===== config.mk =====
export PLATFORM = sky130hd
export DESIGN_NAME = mux2_3
export DESIGN_NICKNAME = d
export VERILOG_FILES = /design/src/rtl/mux2_3_pkg.sv /design/src/rtl/registrador_async.sv /design/src/rtl/mux2_3.sv
export SDC_FILE = /design/constraint.sdc
export NUM_CORES = 1
export LEC_CHECK = 0
export BUFFER_PORTS_ARGS = -buffer_cell sky130_fd_sc_hd__buf_2
export CORE_AREA = 2 2 39 41
export CTS_CLUSTER_DIAMETER = 100
export CTS_CLUSTER_SIZE = 20
export DETAILED_ROUTE_END_ITERATION = 6
export DIE_AREA = 0 0 41 43
export PLACE_DENSITY = 0.34
export SLEW_MARGIN = 20
export SYNTH_ARGS = -nofsm -noshare
export SYNTH_HDL_FRONTEND = slang
export SYNTH_HIERARCHICAL = 1
export SYNTH_SLANG_ARGS = --single-unit

===== constraint.sdc =====
create_clock -name Clock -period 0.8 [get_ports Clock]
set_input_delay 0.08 -clock Clock [delete_from_list [all_inputs] [get_ports Clock]]
set_output_delay 0.08 -clock Clock [all_outputs]
set_load 0.05 [all_outputs]

===== src/rtl/mux2_3_pkg.sv =====
// Shared constants for the processor datapath selectors: default word width,
// the reset value and the meaning of the select line.
package mux2_3_pkg;

  localparam int          LARGURA_PADRAO = 4;
  localparam logic [31:0] ZERO           = 32'h0000_0000;

  typedef enum logic {
    SEL_ENTRADA0 = 1'b0,
    SEL_ENTRADA1 = 1'b1
  } controle_t;

endpackage


===== src/rtl/registrador_async.sv =====
// LARGURA-wide D flip-flop bank with asynchronous active-high reset to a
// configurable reset value.
module registrador_async #(
  parameter int                 LARGURA     = 4,
  parameter logic [LARGURA-1:0] VALOR_RESET = '0
) (
  input  logic               clk,
  input  logic               rst,
  input  logic [LARGURA-1:0] d,
  output logic [LARGURA-1:0] q
);

  // Reset takes effect without a clock and wins over a coincident edge.
  always_ff @(posedge clk or posedge rst) begin
    if (rst) begin
      q <= VALOR_RESET;
    end else begin
      q <= d;
    end
  end

endmodule


===== src/rtl/mux2_3.sv =====
// Two-input word selector for the datapath operand paths; the output is
// either registered (1-cycle latency) or purely combinational.
module mux2_3
  import mux2_3_pkg::*;
#(
  parameter int          LARGURA     = LARGURA_PADRAO,
  parameter int          REGISTRADO  = 1,
  parameter logic [31:0] VALOR_RESET = ZERO
) (
  input  logic               Clock,
  input  logic               Reset,
  input  logic [LARGURA-1:0] Entrada0,
  input  logic [LARGURA-1:0] Entrada1,
  input  logic               Controle,
  output logic [LARGURA-1:0] Resultado
);

  logic [LARGURA-1:0] sel;

  always_comb begin
    sel = Entrada0;
    if (controle_t'(Controle) == SEL_ENTRADA1) begin
      sel = Entrada1;
    end
  end

  // In the combinational variant Clock and Reset are intentionally left unused.
  generate
    if (REGISTRADO != 0) begin : g_reg
      registrador_async #(
        .LARGURA    (LARGURA),
        .VALOR_RESET(VALOR_RESET[LARGURA-1:0])
      ) u_reg (
        .clk(Clock),
        .rst(Reset),
        .d  (sel),
        .q  (Resultado)
      );
    end else begin : g_comb
      assign Resultado = sel;
    end
  endgenerate

endmodule


==> flow_summary_export.csv <==
group,metric,value,unit
placement,place_congestion,0.7046,
floorplanning,dieArea,1763,um^2
clock_tree,cts_tree,"yes",
clock_tree,cts_buffers,3,
clock_tree,h-tree-depth,1,
clock_tree,post-cts-setup-buffer-count,0,
worst_setup_path,cp.arrival,0.77,ns
timing,fmax,1183,MHz
synth,synth_area_leaders,"dfrtp_1 (67%), mux2_2 (30%), inv_1 (2.5%)",
synth,synth_warnings,6,
finish,largest_reg_flops,4,
route,wirelength,392,um
grt,antenna_found_initial,0,
grt,grt_max_degree,5,
worst_setup_path,criticalPathCategory,"reg -> out",
timing,report.final.slew_viol_count,0,
status,status,"finished with violations",
grt,busiest_layer,"met2",
finish,final_cell_area,296.5,um^2
timing,timing.final.hold_violations,0,
floorplanning,initial_utilization,10.76,%
clock_tree,clock-sinks,4,
finish,nNetsFinal,40,
synth,syn_area_per_cell,16.54,um^2
worst_setup_path,cp_slowest_cell,"dfrtp_1",
floorplanning,pin_count,15,
timing,setup_ws,-0.04546,ns
synth,synth_top_area_share,67.23,%
floorplanning,fp-row-count,14,
grt,grtUsageMet3,6.283,%
worst_setup_path,endpoint_kind,"output pin",
finish,final_cell_mix,"buf_2 (10), mux2_2 (4), dfrtp_1 (4), buf_6 (4), clkbuf_4 (3)",
grt,grt_overflow,0,
synth,yosysTopAreaCell,"dfrtp_1",
finish,final_cell_count_no_fill,43,
clock_tree,cts_root_buf,"clkbuf_4",
synth,ys_types,3,
grt,grt_pass1_vias,176,
finish,reg_top3,"g_reg.u_reg/q: 4 flops",
timing,slew_headroom,89.73,%
route,vias,139,
placement,portBuffers,14,
timing,hold_ws,0.08711,ns
run,maxCapViolations,0,
finish,area_growth,99.16,%
route,wire_per_inst,9.116,um
finish,fill_cells,152,
synth,synthesis.nets,20,
synth,synth_cells,9,
placement,placed_cells,39,
grt,grt_pass1_wl,655,um
finish,diodes,0,
worst_setup_path,crit_buf_inv,1,
synth,syn-cell-area,148.9,um^2
timing,setup_viol,4,
synth,seq_area_frac_synth,67.23,%
route,ant_nets,0,
finish,largest_register,"g_reg.u_reg/q",
timing,rsz0062_at_grt,"yes",
floorplanning,fp.dieW,41,um
grt,track_usage,6.344,%
synth,synth-seq-cells,4,
worst_setup_path,crit_path_start_kind,"flop",
power_and_ir_drop,total_leakage_power,0.1491,nW
hold_path,hp-class,"in -> reg",
worst_setup_path,cp.required,0.72,ns
worst_setup_path,cp_cell_sequence,"buf_6",
clock_tree,clkTransAtPathRegs,0.04,ns
route,drc_errors,0,
finish,drive_above_1_share,77.78,%
route,first_pass_iters,1,
grt,met2_usage,8.438,%
floorplanning,core_area,1384,um^2
power_and_ir_drop,vdd_drop_max,762.7,uV
clock_tree,clock_path_buffers,2,
floorplanning,die_h,43,um
grt,use_met1,6.818,%
route,viasPerCell,3.233,
status,violations,"negative setup slack",
route,drt_iter0_markers,0,
timing,tightest_slew,0.1539,ns
worst_setup_path,path_delay_family,"flip-flops",
power_and_ir_drop,cellPowerDensity,2079,nW/um^2
timing,min_period,0.8455,ns
finish,final_common_cell,"buf_2",
worst_setup_path,max_stage_delay,0.38,ns
worst_setup_path,crit_fanout,1,
timing,timing.final.crit_share,105.7,%
placement,post_dp_cell_area,239.0,um^2
[metrics by stage]
| step | power, W | setup slack [ns] | TNS, ns | util (%) |
|---|---|---|---|---|
| 2_1_floorplan | 0.0003019 | 0.1341 | 0 | - |
| 5_1_grt | 0.0006621 | -0.07402 | -0.2685 | 21.43 |
| 3_3_place_gp | 0.0003451 | 0.1357 | 0 | 17.27 |
| 3_5_place_dp | 0.0003480 | 0.1209 | 0 | 17.27 |
| 6_report | 0.0006164 | -0.04546 | -0.1343 | 21.43 |
| 4_1_cts | 0.0006318 | -0.05292 | -0.1744 | 21.43 |
[final timing paths]
| path | from | to | slack (ns) | depth (start not counted) |
|---|---|---|---|---|
| worst max-delay path | g_reg.u_reg/q[0] | Resultado[0] | -0.05 | 1 |
| worst min-delay path | Entrada0[1] | g_reg.u_reg/q[1] | 0.09 | 2 |
| max in group asynchronous | Reset | g_reg.u_reg/q[3] | 0.37 | 3 |
| min in group asynchronous | Reset | g_reg.u_reg/q[1] | 0.28 | 3 |
[layer usage]
| metal | up-vias | routed length [um] |
|---|---|---|
| li1 | 67 | - |
| met1 | 58 | 188 |
| met2 | 14 | 145 |
| met3 | 0 | 59 |
| met4 | 0 | 0 |
| met5 | - | 0 |
[where the power goes]
part / leakage (nW) / switching [W] / internal, W
Clock: 0.0138 / 0.0000774 / 0.000167
Combinational: 0.0887 / 0.0000801 / 0.0000642
Sequential: 0.0466 / 0.00000818 / 0.000219
Total: 0.149 / 0.000166 / 0.000451
[Yosys cell counts]
library cell  instances
dfrtp_1               4
inv_1                 1
mux2_2                4
[cell type report]
type | instances | area [um^2] | share of cell area, %
Multi-Input combinational cell | 4 | 45.04 | 15.19
Timing Repair Buffer | 15 | 105.1 | 35.44
Inverter | 1 | 3.754 | 1.266
Sequential cell | 4 | 100.1 | 33.76
Clock buffer | 3 | 22.52 | 7.595
Tap cell | 16 | 20.02 | 6.751
[cells by family (layout without fill, tap and decap cells)]
| logic type | after synthesis | in the layout | share of synthesized area [%] |
|---|---|---|---|
| flip-flops | 4 | 4 | 67.23 |
| buffers and inverters | 1 | 19 | 2.519 |
| multiplexers | 4 | 4 | 30.25 |
[timing repair]
item | CTS | global route
endpoints found under the setup margin | 4 | 4
hold buffers | 1 | 0
resized for setup | 8 | 0
hold endpoints to repair | 4 | 0
Note: power is estimated with default switching activity, not from simulation.
